## src/rtl/wb_mem_arbiter.sv

```systemverilog
// Two-master, one-slave Wishbone-classic arbiter: instruction fetch and data
// ports share one memory port through a registered FSM with an ack timeout.
module wb_mem_arbiter #(
  parameter int ADDR_WIDTH     = 32,
  parameter int DATA_WIDTH     = 32,
  parameter int PRIORITY_MODE  = 0,
  parameter int TIMEOUT_CYCLES = 255
) (
  input  logic                    clk,
  input  logic                    rst,

  input  logic                    instr_cyc_i,
  input  logic                    instr_stb_i,
  input  logic [ADDR_WIDTH-1:0]   instr_addr_i,
  output logic [DATA_WIDTH-1:0]   instr_data_o,
  output logic                    instr_ack_o,
  output logic                    instr_err_o,

  input  logic                    data_cyc_i,
  input  logic                    data_stb_i,
  input  logic                    data_we_i,
  input  logic [DATA_WIDTH/8-1:0] data_sel_i,
  input  logic [ADDR_WIDTH-1:0]   data_addr_i,
  input  logic [DATA_WIDTH-1:0]   data_data_i,
  output logic [DATA_WIDTH-1:0]   data_data_o,
  output logic                    data_ack_o,
  output logic                    data_err_o,

  output logic                    mem_cyc_o,
  output logic                    mem_stb_o,
  output logic                    mem_we_o,
  output logic [DATA_WIDTH/8-1:0] mem_sel_o,
  output logic [ADDR_WIDTH-1:0]   mem_addr_o,
  output logic [DATA_WIDTH-1:0]   mem_data_o,
  input  logic [DATA_WIDTH-1:0]   mem_data_i,
  input  logic                    mem_ack_i,

  output logic [1:0]              grant_o
);

  localparam int SEL_WIDTH = DATA_WIDTH / 8;
  localparam int CNT_WIDTH = (TIMEOUT_CYCLES > 0) ? $clog2(TIMEOUT_CYCLES + 1) : 1;

  localparam logic [1:0] S_IDLE   = 2'd0;
  localparam logic [1:0] S_BUSY_I = 2'd1;
  localparam logic [1:0] S_BUSY_D = 2'd2;
  localparam logic [1:0] S_RESP   = 2'd3;

  localparam logic [1:0] GRANT_NONE  = 2'b00;
  localparam logic [1:0] GRANT_INSTR = 2'b01;
  localparam logic [1:0] GRANT_DATA  = 2'b10;

  logic [1:0]           state;
  logic [CNT_WIDTH-1:0] tmo_cnt;
  logic                 last_grant_data;
  logic                 owner_dropped;

  logic instr_req;
  logic data_req;
  logic pick_data;
  logic timeout_hit;
  logic owner_cyc;
  logic suppress_resp;

  // Round-robin favours the port that did not win last; mode 1 lets data always win.
  always_comb begin
    instr_req     = instr_cyc_i & instr_stb_i;
    data_req      = data_cyc_i & data_stb_i;
    pick_data     = data_req & (~instr_req | (PRIORITY_MODE != 0) | ~last_grant_data);
    timeout_hit   = (TIMEOUT_CYCLES != 0) && (tmo_cnt == CNT_WIDTH'(TIMEOUT_CYCLES));
    owner_cyc     = (state == S_BUSY_D) ? data_cyc_i : instr_cyc_i;
    suppress_resp = owner_dropped | ~owner_cyc;
  end

  always_ff @(posedge clk) begin
    if (rst) begin
      state           <= S_IDLE;
      tmo_cnt         <= '0;
      last_grant_data <= 1'b1;
      owner_dropped   <= 1'b0;
      grant_o         <= GRANT_NONE;
      mem_cyc_o       <= 1'b0;
      mem_stb_o       <= 1'b0;
      mem_we_o        <= 1'b0;
      mem_sel_o       <= '0;
      mem_addr_o      <= '0;
      mem_data_o      <= '0;
      instr_data_o    <= '0;
      instr_ack_o     <= 1'b0;
      instr_err_o     <= 1'b0;
      data_data_o     <= '0;
      data_ack_o      <= 1'b0;
      data_err_o      <= 1'b0;
    end else begin
      instr_ack_o <= 1'b0;
      instr_err_o <= 1'b0;
      data_ack_o  <= 1'b0;
      data_err_o  <= 1'b0;

      case (state)
        S_IDLE: begin
          if (instr_req | data_req) begin
            mem_cyc_o     <= 1'b1;
            mem_stb_o     <= 1'b1;
            tmo_cnt       <= '0;
            owner_dropped <= 1'b0;
            if (pick_data) begin
              mem_addr_o      <= data_addr_i;
              mem_we_o        <= data_we_i;
              mem_sel_o       <= data_sel_i;
              mem_data_o      <= data_data_i;
              grant_o         <= GRANT_DATA;
              last_grant_data <= 1'b1;
              state           <= S_BUSY_D;
            end else begin
              mem_addr_o      <= instr_addr_i;
              mem_we_o        <= 1'b0;
              mem_sel_o       <= {SEL_WIDTH{1'b1}};
              mem_data_o      <= '0;
              grant_o         <= GRANT_INSTR;
              last_grant_data <= 1'b0;
              state           <= S_BUSY_I;
            end
          end
        end

        // An abandoned transaction still runs to completion on the slave side,
        // only the response pulse to the master is withheld.
        S_BUSY_I, S_BUSY_D: begin
          if (!owner_cyc) begin
            owner_dropped <= 1'b1;
          end
          if (mem_ack_i) begin
            mem_cyc_o <= 1'b0;
            mem_stb_o <= 1'b0;
            state     <= S_RESP;
            if (state == S_BUSY_D) begin
              data_data_o <= mem_data_i;
              data_ack_o  <= ~suppress_resp;
            end else begin
              instr_data_o <= mem_data_i;
              instr_ack_o  <= ~suppress_resp;
            end
          end else if (timeout_hit) begin
            mem_cyc_o <= 1'b0;
            mem_stb_o <= 1'b0;
            state     <= S_RESP;
            if (state == S_BUSY_D) begin
              data_data_o <= '0;
              data_err_o  <= ~suppress_resp;
            end else begin
              instr_data_o <= '0;
              instr_err_o  <= ~suppress_resp;
            end
          end else begin
            tmo_cnt <= tmo_cnt + 1'b1;
          end
        end

        S_RESP: begin
          grant_o <= GRANT_NONE;
          state   <= S_IDLE;
        end

        default: begin
          grant_o <= GRANT_NONE;
          state   <= S_IDLE;
        end
      endcase
    end
  end

endmodule

```

## config.mk

```make
export PLATFORM = sky130hd
export DESIGN_NAME = wb_mem_arbiter
export DESIGN_NICKNAME = d
export VERILOG_FILES = /design/src/rtl/wb_mem_arbiter.sv
export SDC_FILE = /design/constraint.sdc
export NUM_CORES = 1
export LEC_CHECK = 0
export ABC_CLOCK_PERIOD_IN_PS = 2500
export CORE_MARGIN = 2
export CORE_UTILIZATION = 43
export CTS_BUF_LIST = sky130_fd_sc_hd__clkbuf_8
export DETAILED_ROUTE_END_ITERATION = 7
export HOLD_SLACK_MARGIN = 0.02
export PLACE_DENSITY = 0.83
export SYNTH_ARGS = -nofsm -noshare
export SYNTH_HDL_FRONTEND = slang
export SYNTH_SLANG_ARGS = --single-unit
```

## constraint.sdc

```tcl
create_clock -name clk -period 2.5 [get_ports clk]
set_clock_uncertainty 0.1 [all_clocks]
set_input_delay 0.5 -clock clk [delete_from_list [all_inputs] [get_ports clk]]
set_output_delay 0.5 -clock clk [all_outputs]
set_load 0.02 [all_outputs]
```

# Word-level counts from Yosys, hierarchy flattened
# Cells that the tools add are included.
# word_totals
reg_bits	152
in_bits	140
wordCells	88
# op_classes
add_sub_neg	1
n_eq_ne	9
n_mux	33
n_bitwise	14
reduce_logical	15
# op_table
operator	count
32-bit 2-to-1 mux	10
8-bit 2-to-1 mux	3
8-bit case mux with 2 select lines	1
3-bit AND reduction	4
1-bit 2-to-1 mux	10
8-bit by 1-bit adder with 8-bit output (second input constant)	1
8-bit equality test (second input constant)	1
2-bit 2-to-1 mux	4
2-bit inequality test (second input constant)	4
1-bit NOT	8
2-bit case mux with 3 select lines	1
2-bit AND reduction	3
2-bit nonzero test	3
2-bit equality test (second input constant)	2
4-bit 2-to-1 mux	1
1-bit case mux with 2 select lines	2
2-bit case mux with 2 select lines	1
4-bit AND reduction	1
4-bit OR reduction	1
1-bit AND	3
3-bit inequality test (second input constant)	1
1-bit bitwise OR	3
3-bit OR reduction	1
2-bit by 1-bit equality test with 1-bit output (second input constant)	1
2 further kinds	2

# Depth between registers and ports, before layout
# Gate-level depths: netlist of the first run.
# logic_depth
ltp_word	7
mapped_depth	9
depth_no_buf	6

# Worst setup path before layout of the first run
# No wires, ideal clock.
# synth_path
path_type	reg-to-reg
start	register state[0]
end	register state[0]
setup_ps	71
arrival_ps	1818
required_time_ps	2329
setup_slack_ps	511
stages_incl_launch_ff	9
path_buffers	2
synth_period_minus_slack_ps	1989
cell_sequence	dfxtp_1 -> inv_1 -> ha_1 -> buf_6 -> and3_1 -> and2_1 -> buf_2 -> or4_1 -> a21oi_1
# synth_between
elab_chain_len	4
elab_cells_between_ends	9
# synth_rtl
element	line	rtl
start: declaration	53	logic [1:0] state;
start signal: assignment	77	state <= S_IDLE;
start signal: assignment	114	state <= S_BUSY_D;
start signal: assignment	122	state <= S_BUSY_I;
2-bit equality test or 2-bit by 1-bit equality test with 1-bit output (tied branches)	100	case (state)
2-bit OR reduction	100	
3-bit inequality test (no line)	--	
2-bit AND reduction (no line)	--	
# Several ways; a longest one is shown, not always the timed one.
# A chain may end at the register's enable or synchronous reset.

# Final worst setup path of the first run
# layout_path
start	register tmo_cnt[1]
end	register instr_data_o[30]
# layout_between
elab_chain_len	3
# layout_rtl
element	line	rtl
start: declaration	54	logic [CNT_WIDTH-1:0] tmo_cnt;
start signal: assignment	156	tmo_cnt <= tmo_cnt + 1'b1;
8-bit equality test	70	timeout_hit = (TIMEOUT_CYCLES != 0) && (tmo_cnt == CNT_WIDTH'(TIMEOUT_CYCLES));
2-bit nonzero test (no line)	--	
3-bit AND reduction (no line)	--	
end signal: assignment	141	instr_data_o <= mem_data_i;
end: declaration	15	output logic [DATA_WIDTH-1:0] instr_data_o,
# Every way passes these cells.

==> results of run 1 <==
==> cells in the final DEF (no fill, tap or decap), drive strengths merged, types with 4 or more instances in the layout <==
cell type,netlist,routed
clkdlybuf4s50,0,279
dfxtp,152,152
mux2i,98,98
nor2,78,78
nand2,75,75
nand3,42,42
a22oi,34,34
a211oi,34,34
clkbuf,29,17
buf,20,14
a21oi,11,11
inv,7,11
o21ai,6,6
o22ai,5,5
ha,5,5
clkinvlp,0,4
and3,4,4
==> cells in the mapped netlist (all sizes together) (4+ instances only) <==
cell           n
dfxtp        152
mux2i         98
nor2          78
nand2         75
nand3         42
a211oi        34
a22oi         34
clkbuf        29
buf           20
a21oi         11
inv            7
o21ai          6
ha             5
o22ai          5
and3           4
dlygate4sd1    4
==> power by group <==
group / internal (µW) / switching (µW) / leakage [µW]
Combinational: 1150 / 1340 / 0.00234
Clock: 871 / 925 / 0.000183
Sequential: 2710 / 161 / 0.00124
Total: 4740 / 2430 / 0.00376
==> final cells by class <==
type	count	area (µm²)	area share
sequential	152	3043	0.3247
timing repair buffer	293	2958	0.3156
multi-input combinational	424	2751	0.2936
clock buffer	17	234.0	0.02497
tap	180	225.2	0.02403
clock inverter	13	133.9	0.01429
inverter	7	26.28	0.002804
==> kinds of logic after synthesis <==
kind of cell	Yosys count
flops	152
simple gates	215
mux	98
buf+inv	60
compound gates	106
fa+ha+maj	5
==> worst max-delay path, delay by kind of cell, from the launching register on <==
family / cells / cell delay [ns]
compound gates: 1 / 0.12
fa+ha+maj: 1 / 0.26
buf+inv: 1 / 0.21
flops: 1 / 0.38
mux: 1 / 0.15
simple gates: 2 / 0.83
==> registers in the layout, summed over array words and instances, names as in the netlist <==
signal	cells
mem_stb_o	1
data_ack_o	1
instr_data_o	32
mem_addr_o	32
mem_we_o	1
state	2
grant_o	2
tmo_cnt	8
mem_data_o	32
owner_dropped	1
data_data_o	32
instr_err_o	1
instr_ack_o	1
data_err_o	1
mem_sel_o	4
last_grant_data	1
==> metal layers <==
layer	up-vias	wire length, µm	global-route usage
met1	2599	6908	0.2590
met3	26	1706	0.08288
li1	2764	-	-
met2	247	8936	0.3996
met5	-	0	0
met4	0	450	0.09902
==> how the worst max path moves through the flow <==
stage                    start                to  slack [ns]  cells after the start
finish              tmo_cnt[1]  instr_data_o[30]        0.32                      6
global route        tmo_cnt[1]  instr_data_o[26]        0.18                      6
CTS                 tmo_cnt[0]  instr_data_o[26]        0.33                      6
detailed placement  data_cyc_i        tmo_cnt[6]        0.08                      5
global placement    data_cyc_i        tmo_cnt[0]        0.16                      5
floorplan             state[0]          state[0]        0.51                      8
==> stage by stage <==
| stage | power [µW] | instance area [µm²] | util | setup WS [ns] |
|---|---|---|---|---|
| 5_1_grt | 7544 | 9371 | 0.6699 | 0.1817 |
| 6_report | 7165 | 9371 | 0.6699 | 0.3211 |
| 3_3_place_gp | 5395 | 9004 | 0.6436 | 0.1579 |
| 3_5_place_dp | 5432 | 9004 | 0.6436 | 0.07503 |
| 2_1_floorplan | 4414 | 6205 | - | 0.5109 |
| 4_1_cts | 7221 | 9371 | 0.6699 | 0.3311 |
==> flow_results.org, run 1 <==
** Global routing
- Global routing finished with a remaining overflow of 0.
- GR Util All Layers :: 0.2323
- First-pass GRT wire length :: 27,320 µm
- Maximum number of pins on one net before global-route repair :: 105
- Number of antenna violations at the first check in global routing :: 0
- Vias in the first global route :: 5,386

** Clock tree
- Latest clock arrival within the worst-skew pair :: 0.44 ns
- Number of buffers created by CTS :: 17
- After clock tree synthesis, the setup repair step added 0 buffers.
- Clock tree from TritonCTS :: built
- CTS built an H-tree with a depth of 4.
- Clock Tree Buf Depth :: 2
- After clock tree synthesis, the clock-pin slew on the worst setup and hold paths is 0.08 ns.
- Gates resized during post-CTS repair numbered 0.
- The root buffer cell chosen for the clock tree is sky130_fd_sc_hd__clkbuf_8.
- In this run, post-CTS hold repair placed 0 buffers.
- Clock net sink count :: 152

** Placed design
- Last weighted congestion value of the routability-driven placer :: 0.8306
- Buffers placed on the I/O ports in this run total 280.
- Number of placed instances, taps included :: 1,056
- Final HPWL from detailed placement :: 13,290 µm

** Floorplanning
- # rows :: 43
- The initial utilization of the core area, before any placement, comes to 0.4436.
- Die boundary height :: 124.1 µm
- Measured along the x axis, the die boundary spans 124.1 µm.
- Core footprint :: 13,990 µm²
- Pin placement for this block handled 281 I/O pins.
- Total Die Area :: 15,410 µm²

** Critical path
- STA classifies the critical path startpoint as a flip-flop.
- Maximum single-stage delay on the critical path :: 0.46 ns
- Of all nets on the critical path, the largest fanout is 32.
- Setup crit end kind :: flip-flop
- The critical path is of the flip-flop to flip-flop type.
- Crit path required time :: 2.72 ns
- Among all stages on the critical path, the largest delay is contributed by sky130_fd_sc_hd__or3_2.
- Reg2Reg Capture Point :: instr_data_o[30]
- The worst register-to-register path has a depth of 6.
- Worst R2R Setup Slack :: 0.32 ns
- Source of the worst register-to-register timing path :: tmo_cnt[1]
- The critical path goes through ha_1 -> and4_1 -> a21oi_4 -> or3_2 -> buf_12 -> mux2i_1.
- Critical Path AT :: 2.40 ns

** STA
- Setup-failing EPs final :: 0
- Final worst path period need :: 2.179 ns
- Unrepaired setup endpoints after global routing :: false
- Max Clk Rate :: 459.0 MHz
- The count of final max-slew check failures is 0.
- The tightest hold path in the finished design has a slack of 0.3255 ns.
- Slew @ Worst Pin :: 0.6706 ns
- Dividing the final minimum period by the clock period gives 0.8716.
- Measured against its own limit, the worst slew margin works out to 0.5529.
- Final hold viol count :: 0
- Setup Total Neg Slack :: 0 ns

** Route
- Initial DRC count :: 380
- For this run, the detailed router's first-pass iteration total came to 5.
- Via-per-instance ratio :: 5.190
- Number of design rule violations left after detail routing :: 0
- The final route contains 5,636 vias.
- After detailed routing, the average wire length per cell comes to 16.58 µm.
- Total routed wirelength :: 18,000 µm
- The detail route stage leaves a number of antenna-violating nets equal to 0.

** Logic synthesis
- Library cell occupying the most area in the post-synthesis netlist :: sky130_fd_sc_hd__dfxtp_1
- The synthesized-area fraction occupied by ao, oa, aoi and oai cells is 0.1242.
- Synthesized instance count :: 636
- For this run, the register share of the synthesized area comes to 0.4904.
- Leading post-synthesis cells by cell area :: sky130_fd_sc_hd__dfxtp_1, sky130_fd_sc_hd__mux2i_1, sky130_fd_sc_hd__nor2_1
- After synthesis, the largest family of logic cells by area is multiplexers.
- For this run, asynchronously set or reset flops after synthesis account for 0.
- During synthesis, Yosys emitted a total of 0 warnings.
- Total of flip-flops plus latches after synthesis :: 152
- Portion of netlist area occupied by mux cells :: 0.1581
- Netlist Area Pre-Place :: 6205 µm²
- The synthesized design contains 0 enable-type register cells.
- The share of synthesized area in the top cell type comes to 0.4904.
- Number of nets in the synthesized netlist :: 781
- The average instance in the mapped netlist occupies 9.756 µm².
- Of the total synthesized cell area, the portion taken by AND, OR, NAND and NOR gates is 0.1486.
- Post-Synth XOR/XNOR Area :: 0
- Distinct cell type count after synthesis :: 45
- Synthesized-area fraction occupied by adder cells :: 0.01008
- Most used flip-flop cell after synthesis :: sky130_fd_sc_hd__dfxtp_1

** Min path
- The worst hold path passes through 2 cells.
- Launch instance of the worst min-delay path :: rst
- Worst min-delay path class :: input pin to flip-flop
- WHS Endpoint :: mem_data_o[31]

** Final layout
- Fill cell instance count of the final layout :: 1,127
- Relative to the synthesized area, the layout overhead comes to 51.04%.
- The number of antenna diodes in the final layout is 0.
- In the final layout, the share of cells above drive strength 1 is 0.05629.
- Excluding fillers, the count of instances in the completed layout stands at 1,086.
- Layout net count :: 1,040

** Pwr
- Worst VDD drop :: 0.3803 mV
- Leakage dissipation :: 0.003764 µW
- Dividing total power by cell area gives a power density of 764.5 nW/µm².

** Run
- Max-cap violations in this run came to 0.

** Status
- Status :: finished, final reports clean
Power figures use the tool's default switching activity.
==> run 2, diff against run 1 <==
- PLACE_DENSITY: 0.83 -> 0.81
==> run 2 against run 1 <==
  * Critical path depth unchanged
  * Clock power down 7%
  * Die area unchanged
  * Fmax down 1.1%
  * Flip-flop and latch count unchanged
  * Cell area up 0.43%
  * Non-clock buffer count up 5
  * Register-to-register slack worse by 0.02 ns
  * Power down 1.4%
  * Combinational power about the same
  * Sequential power about the same
==> flow_results.org, run 2 (same netlist as run 1, synthesis figures left out) <==
** Final layout
- The relative area change from synthesis to final layout is 51.68% (was 51.04%).
- Most common cell after layout, fill and taps aside :: sky130_fd_sc_hd__clkdlybuf4s50_1 (unchanged)
- Number of antenna repair diodes :: 0 (unchanged)
- The fraction of layout instances using a drive strength above 1 was 0.06572 (was 0.05629).
- The number of fill cells in the layout came to 1,092 (was 1,127).
- Area occupied by registers :: 3043 µm² (unchanged)
- Top library cells by usage in the layout, fill and taps aside :: sky130_fd_sc_hd__clkdlybuf4s50_1, sky130_fd_sc_hd__dfxtp_1, sky130_fd_sc_hd__mux2i_1 (unchanged)
- The area of the multi-input gates came to 2751 µm² (unchanged).
- The number of nets in the layout is 1,045 (was 1,040).

** Global routing
- The number of antenna violations at the first check in global routing was 0 (unchanged).
- The wire length of the first global-routing pass is 26,840 µm (was 27,320 µm).
- The global router's overall resource usage came to 0.2268 (was 0.2323).
- Maximum number of pins on one net before global-route repair :: 41 (was 105)
- The number of global-route vias before repair was 5,168 (was 5,386).
- Overall overflow remaining after global route :: 0 (unchanged)

** STA
- Slew @ Worst Pin :: 0.6097 ns (was 0.6706 ns)
- The shortest period the worst path allows is 2.203 ns (was 2.179 ns).
- Final critical-path share of the clock period :: 0.8814 (was 0.8716)
- The highest clock frequency the design can meet is 453.8 MHz (was 459.0 MHz).
- Unrepaired setup endpoints after global routing :: false (unchanged)
- Slew Viols, Final :: 0 (unchanged)
- The final hold violation count is 0 (unchanged).
- Setup Total Neg Slack :: 0 ns (unchanged)
- Relative slew margins :: 0.5930 (was 0.5529)
- Final worst slack :: 0.2965 ns (was 0.3211 ns)
- Setup-failing EPs final :: 0 (unchanged)

** Pwr
- Leakage dissipation :: 0.003781 µW (was 0.003764 µW)
- Worst VDD drop :: 0.4299 mV (was 0.3803 mV)
- Internal Dissipation :: 4615 µW (was 4737 µW)
- The sequential power share came to 0.408 (was 0.401).
- Proportion of power drawn by combinational gates :: 0.354 (was 0.348)
- The portion of total power attributed to the clock network came to 0.238 (was 0.251).
- The total design power came to 7062 µW (was 7165 µW).
- Switching power summed over all nets :: 2446 µW (was 2428 µW)
- The share of total power consumed by net switching is 0.3464 (was 0.3389).
- The power density over the cells is 750.3 nW/µm² (was 764.5 nW/µm²).

** Clock tree
- CTS clock-pin slew for the worst setup and hold paths :: 0.07 ns (was 0.08 ns)
- H-tree depth reported by CTS :: 4 (unchanged)
- The insertion delay of the later-clocked pin in the worst-skew pair came to 0.44 ns (about the same).
- Number of buffers created by CTS :: 17 (unchanged)
- The post-cts sizing count is 0 (unchanged).
- The worst-case clock buffer depth was 2 (unchanged).
- The TritonCTS sink count was 152 (unchanged).
- The number of buffers added to fix hold violations after cts was 0 (unchanged).
- The CTS tree was built (unchanged).
- The CTS root buffer is sky130_fd_sc_hd__clkbuf_8 (unchanged).
- The number of buffers added for setup after CTS came to 0 (unchanged).

** Floorplanning
- The floorplan die area is 15,410 µm² (unchanged).
- Starting density of the core :: 0.4436 (unchanged)
- The die outline width was 124.1 µm (unchanged).
- The placeable core area is 13,990 µm² (unchanged).
- Boundary pin count :: 281 (unchanged)
- # rows :: 43 (unchanged)
- Die boundary height :: 124.1 µm (unchanged)

** Critical path
- Crit path required time :: 2.71 ns (was 2.72 ns)
- Kind of launch point of the worst setup path :: flip-flop (unchanged)
- The type of the setup path with the least slack is flip-flop to flip-flop (unchanged).
- The data arrival time of the worst path is 2.42 ns (was 2.40 ns).
- The maximum fanout along the worst path came to 32 (unchanged).
- Setup crit end kind :: flip-flop (unchanged)

** Min path
- Worst min-delay path class :: input pin to flip-flop (unchanged)

** Placed design
- Final HPWL from detailed placement :: 13,460 µm (was 13,290 µm)
- The worst setup slack before clock tree synthesis came to 0.09815 ns (was 0.07503 ns).
- The global placement routability congestion was 0.7961 (was 0.8306).
- The count of port buffers added during placement was 280 (unchanged).

** Route
- The average wire per standard cell was 16.48 µm (was 16.58 µm).
- The number of routed nets with antenna violations came to 0 (unchanged).
- Met2 layer wire length in the routed design :: 8839 µm (was 8936 µm)
- Number of design rule violations left after detail routing :: 0 (unchanged)
- Routed metal-1 wirelength :: 7159 µm (was 6908 µm)
- Via-per-instance ratio :: 5.117 (was 5.190)
- Initial DRC count :: 413 (was 380)
- The total routed wirelength is 18,020 µm (was 18,000 µm).
- The uppermost signal routing layer after detailed routing is met4 (unchanged).
- Total via count in the routed design :: 5,593 (was 5,636)
- The first-pass iteration count of the detailed router was 4 (was 5).
- Detail Route met3 WL :: 1695 µm (was 1706 µm)

** Run
- Number of max-cap violations :: 0 (unchanged)

** Status
- Status: finished, final reports clean (unchanged).
[run 2: cell count changes in the layout (fill, tap and decap cells not counted), sizes merged]
cell,before,now
clkbuf,17,19
clkinvlp,4,5
clkinv,3,6
bufinv,2,0
inv,11,9
buf,14,19
[run 2: layout make-up]
type / instances / area share
Multi-Input combinational cell: 424 / 0.2923
Inverter: 7 / 0.002792
Clock buffer: 19 / 0.02779
Clock inverter: 13 / 0.01024
Timing Repair Buffer: 298 / 0.3196
Tap cell: 180 / 0.02393
Sequential cell: 152 / 0.3233
[run 2: critical path: stages, from the launching register on]
cell,delay (ns)
sky130_fd_sc_hd__dfxtp_1,0.37
sky130_fd_sc_hd__ha_1,0.25
sky130_fd_sc_hd__and4_1,0.39
sky130_fd_sc_hd__a21oi_4,0.13
sky130_fd_sc_hd__or3_2,0.46
sky130_fd_sc_hd__buf_12,0.20
sky130_fd_sc_hd__mux2i_1,0.15
[run 2: per-layer routing]
layer / vias up / global-route usage
met1: 2570 / 0.2623
met5: - / 0
met2: 226 / 0.3842
met4: 0 / 0.07374
li1: 2778 / -
met3: 19 / 0.08837
[run 2: power groups by stage]
| stage | combinational [µW] | sequential [µW] | clock [µW] |
|---|---|---|---|
| finish | 2500 | 2880 | 1680 |
| global placement | 2480 | 2930 | 0 |
| detailed placement | 2510 | 2940 | 0 |
| floorplan | 1170 | 3240 | 0 |
| global route | 2680 | 2920 | 1840 |
| CTS | 2520 | 2880 | 1730 |
[run 2: final timing paths]
check                  start               end  slack (ns)  cells past startpoint
max reg2reg       tmo_cnt[0]  instr_data_o[27]        0.30                      6
max               tmo_cnt[0]  instr_data_o[27]        0.30                      6
min reg2reg  data_data_o[22]   data_data_o[22]        0.36                      2
min                      rst      mem_sel_o[1]        0.29                      2
[run 2: through the flow]
step | cells | hold slack [ns] | utilization | area (µm²)
global placement | 1061 | 0.3439 | 0.6472 | 9054
CTS | 1093 | 0.2609 | 0.6728 | 9412
floorplan | 636 | 0.3376 | - | 6205
global route | 1093 | 0.3045 | 0.6728 | 9412
detailed placement | 1061 | 0.3508 | 0.6472 | 9054
finish | 1093 | 0.2888 | 0.6728 | 9412
==> run 3, diff against run 2 <==
- CELL_PAD_IN_SITES_DETAIL_PLACEMENT: default -> 0
- CELL_PAD_IN_SITES_GLOBAL_PLACEMENT: default -> 2
- CORE_MARGIN: 2 -> 3
- CORE_UTILIZATION: 43 -> 25
==> run 3 against run 2 <==
  * Setup slack lost 0.044 ns
  * Fmax shrank 1.9%
  * Flip-flop and latch count is the same
  * Core utilization shrank 28 points
  * Sequential share of layout area shrank 0.57 points
  * Clock power grew 15%
  * Power grew 3.4%
  * First-iteration DRC count shrank 37%
  * Via count shrank 1.1%
  * Final cell count grew 13%
  * Critical path type unchanged
  * Largest power group unchanged
==> flow_results.org, run 3 (same netlist as run 1, synthesis figures left out) <==
** Status
- Status :: finished, final reports clean (unchanged)

** STA
- Slew @ Worst Pin :: 0.7223 ns (was 0.6097 ns)
- The final hold violation count came to 0 (unchanged).
- Setup-failing EPs final :: 0 (unchanged)
- The worst slew margin relative to its limit came to 0.5185 (was 0.5930).
- Final critical-path share of the clock period :: 0.8989 (was 0.8814)
- Unrepaired setup endpoints after global routing: false (unchanged).
- Final worst slack :: 0.2527 ns (was 0.2965 ns)
- Slew Viols, Final :: 0 (unchanged)
- Max Clk Rate :: 445.0 MHz (was 453.8 MHz)
- Setup Total Neg Slack :: 0 ns (unchanged)
- The shortest period the worst path allows is 2.247 ns (was 2.203 ns).

** Global routing
- Number of antenna violations at the first check in global routing :: 0 (unchanged)
- The number of global-route vias before repair came to 5,462 (was 5,168).
- The global-route congestion overflow total was 0 (unchanged).
- GR Util All Layers :: 0.1419 (was 0.2268)
- Maximum number of pins on one net before global-route repair :: 78 (was 41)
- First-pass GRT wire length :: 30,050 µm (was 26,840 µm)

** Placed design
- The global placement routability congestion came to 0.7161 (was 0.7961).
- The worst setup slack before clock tree synthesis was 0.05910 ns (was 0.09815 ns).
- Quantity of I/O buffers inserted on ports :: 280 (unchanged)
- The number of placed cells counting well taps was 1,200 (was 1,061).
- Final HPWL from detailed placement :: 13,850 µm (was 13,460 µm)
- The cell area after placement is 9166 µm² (was 9054 µm²).

** Route
- Initial DRC count :: 261 (was 413)
- The first-pass iteration count of the detailed router came to 4 (unchanged).
- The number of routed nets with antenna violations is 0 (unchanged).
- Number of design rule violations left after detail routing :: 0 (unchanged)
- Via-per-instance ratio :: 4.488 (was 5.117)
- Total via count in the routed design :: 5,529 (was 5,593)
- Routed length per placed instance :: 15.76 µm (was 16.48 µm)
- Total routed wirelength :: 19,410 µm (was 18,020 µm)

** Pwr
- Internal Dissipation :: 4631 µW (was 4615 µW)
- Proportion of power drawn by combinational gates :: 0.340 (was 0.354)
- The share of total power consumed by net switching came to 0.3657 (was 0.3464).
- The maximum vdd drop was 0.2988 mV (was 0.4299 mV).
- Power per unit of standard cell area :: 762.0 nW/µm² (was 750.3 nW/µm²)
- Leakage dissipation :: 0.003782 µW (was 0.003781 µW)
- Sequential fraction of design power :: 0.394 (was 0.408)
- The portion of total power attributed to the clock network was 0.266 (was 0.238).
- Switching power summed over all nets :: 2670 µW (was 2446 µW)

** Clock tree
- The CTS root buffer was sky130_fd_sc_hd__clkbuf_8 (unchanged).
- The number of buffers inserted during clock tree synthesis is 17 (unchanged).
- The number of buffers added for setup after CTS came to 0 (unchanged).
- The post-cts sizing count is 0 (unchanged).
- The number of H-tree levels is 4 (unchanged).
- Clock Tree Buf Depth :: 2 (unchanged)
- Clock net sink count :: 152 (unchanged)
- The number of buffers added to fix hold violations after cts came to 0 (unchanged).
- Latest clock arrival within the worst-skew pair :: 0.44 ns (about the same)
- The clock transition at the registers of the reported paths is 0.10 ns (was 0.07 ns).
- Clock tree from TritonCTS :: built (unchanged)

** Critical path
- The startpoint type of the worst setup path is a flip-flop (unchanged).
- The minimum setup slack among reg-to-reg paths is 0.25 ns (was 0.30 ns).
- The critical path endpoint category is a flip-flop (unchanged).
- The data required time of the worst path came to 2.72 ns (was 2.71 ns).
- Worst setup path startpoint :: tmo_cnt[1] (was tmo_cnt[0])
- The data arrival time of the worst path is 2.47 ns (was 2.42 ns).
- Biggest fanout along the worst timing path :: 32 (unchanged)
- Critical path class :: flip-flop to flip-flop (unchanged)
- Source of the worst register-to-register timing path :: tmo_cnt[1] (was tmo_cnt[0])

** Floorplanning
- Boundary pin count :: 281 (unchanged)
- The total number of placement rows was 57 (was 43).
- The floorplan die area was 26,750 µm² (was 15,410 µm²).
- Core footprint :: 24,390 µm² (was 13,990 µm²)
- Die boundary height :: 163.5 µm (was 124.1 µm)
- Width of the die :: 163.5 µm (was 124.1 µm)
- The starting density of the core was 0.2544 (was 0.4436).

** Min path
- The worst min-delay path category was input pin to flip-flop (unchanged).
- Launch instance of the worst min-delay path :: rst (unchanged)

** Final layout
- Final non-filler cell area :: 9580 µm² (was 9412 µm²)
- The number of non-filler instances in the completed layout is 1,232 (was 1,093).
- Fraction of final layout cells with drive strength greater than 1 :: 0.06167 (was 0.06572)
- Layout net count :: 1,040 (was 1,045)
- The most common library cell in the layout ignoring fill and taps is sky130_fd_sc_hd__clkdlybuf4s50_1 (unchanged).
- The relative area change from synthesis to final layout is 54.41% (was 51.68%).
- The antenna diode count was 0 (unchanged).
- Top library cells by usage in the layout, fill and taps aside: sky130_fd_sc_hd__clkdlybuf4s50_1, sky130_fd_sc_hd__dfxtp_1, sky130_fd_sc_hd__mux2i_1 (unchanged).

** Run
- Number of max-cap violations :: 0 (unchanged)
-- run 3: cell count changes in the layout (fill, tap and decap cells not counted), sizes merged --
cell           change
clkinvlp           -5
clkdlybuf4s50      -1
clkinv             +2
clkbuf             -2
buf                -4
inv                +5
-- run 3: worst max-delay path, cell delays in order (launching register included) --
cell,delay (ns)
sky130_fd_sc_hd__dfxtp_1,0.39
sky130_fd_sc_hd__ha_1,0.25
sky130_fd_sc_hd__and4_1,0.39
sky130_fd_sc_hd__a21oi_4,0.14
sky130_fd_sc_hd__or3_2,0.47
sky130_fd_sc_hd__buf_12,0.22
sky130_fd_sc_hd__mux2i_1,0.15
-- run 3: layout make-up --
class / instances / area, µm²
Fill cell: 2457 / 14810
Timing Repair Buffer: 293 / 2940
Inverter: 7 / 26.28
Clock buffer: 17 / 234.0
Sequential cell: 152 / 3043
Multi-Input combinational cell: 424 / 2751
Tap cell: 324 / 405.4
Clock inverter: 15 / 180.2
-- run 3: worst paths after layout --
| kind | endpoint | depth (start not counted) |
|---|---|---|
| worst max-delay path | instr_data_o[1] | 6 |
| worst max register to register | instr_data_o[1] | 6 |
| worst min register to register | instr_data_o[21] | 2 |
| worst min-delay path | mem_data_o[26] | 2 |
-- run 3: power groups by stage --
stage | Combinational (µW) | Sequential [µW] | Clock, µW
after detailed placement | 2510 | 2930 | 0
after floorplan | 1170 | 3240 | 0
after CTS | 2520 | 2880 | 2040
final | 2480 | 2880 | 1940
after global placement | 2530 | 2930 | 0
after global routing | 2710 | 2920 | 2130
-- run 3: through the flow --
step                      hold WS [ns]  power [µW]  utilization
after floorplan                 0.3376        4414            -
after global placement          0.3456        5456       0.3758
after detailed placement        0.3511        5444       0.3758
after CTS                       0.2960        7447       0.3928
after global routing            0.3276        7761       0.3928
final                           0.3264        7301       0.3928
-- run 3: per-layer routing --
layer / share of wire / up-vias / track usage
met1: 0.44 / 2524 / 0.1800
li1: - / 2766 / -
met2: 0.43 / 221 / 0.2147
met3: 0.12 / 18 / 0.06619
met4: 0.013 / 0 / 0.04306
met5: 0 / - / 0
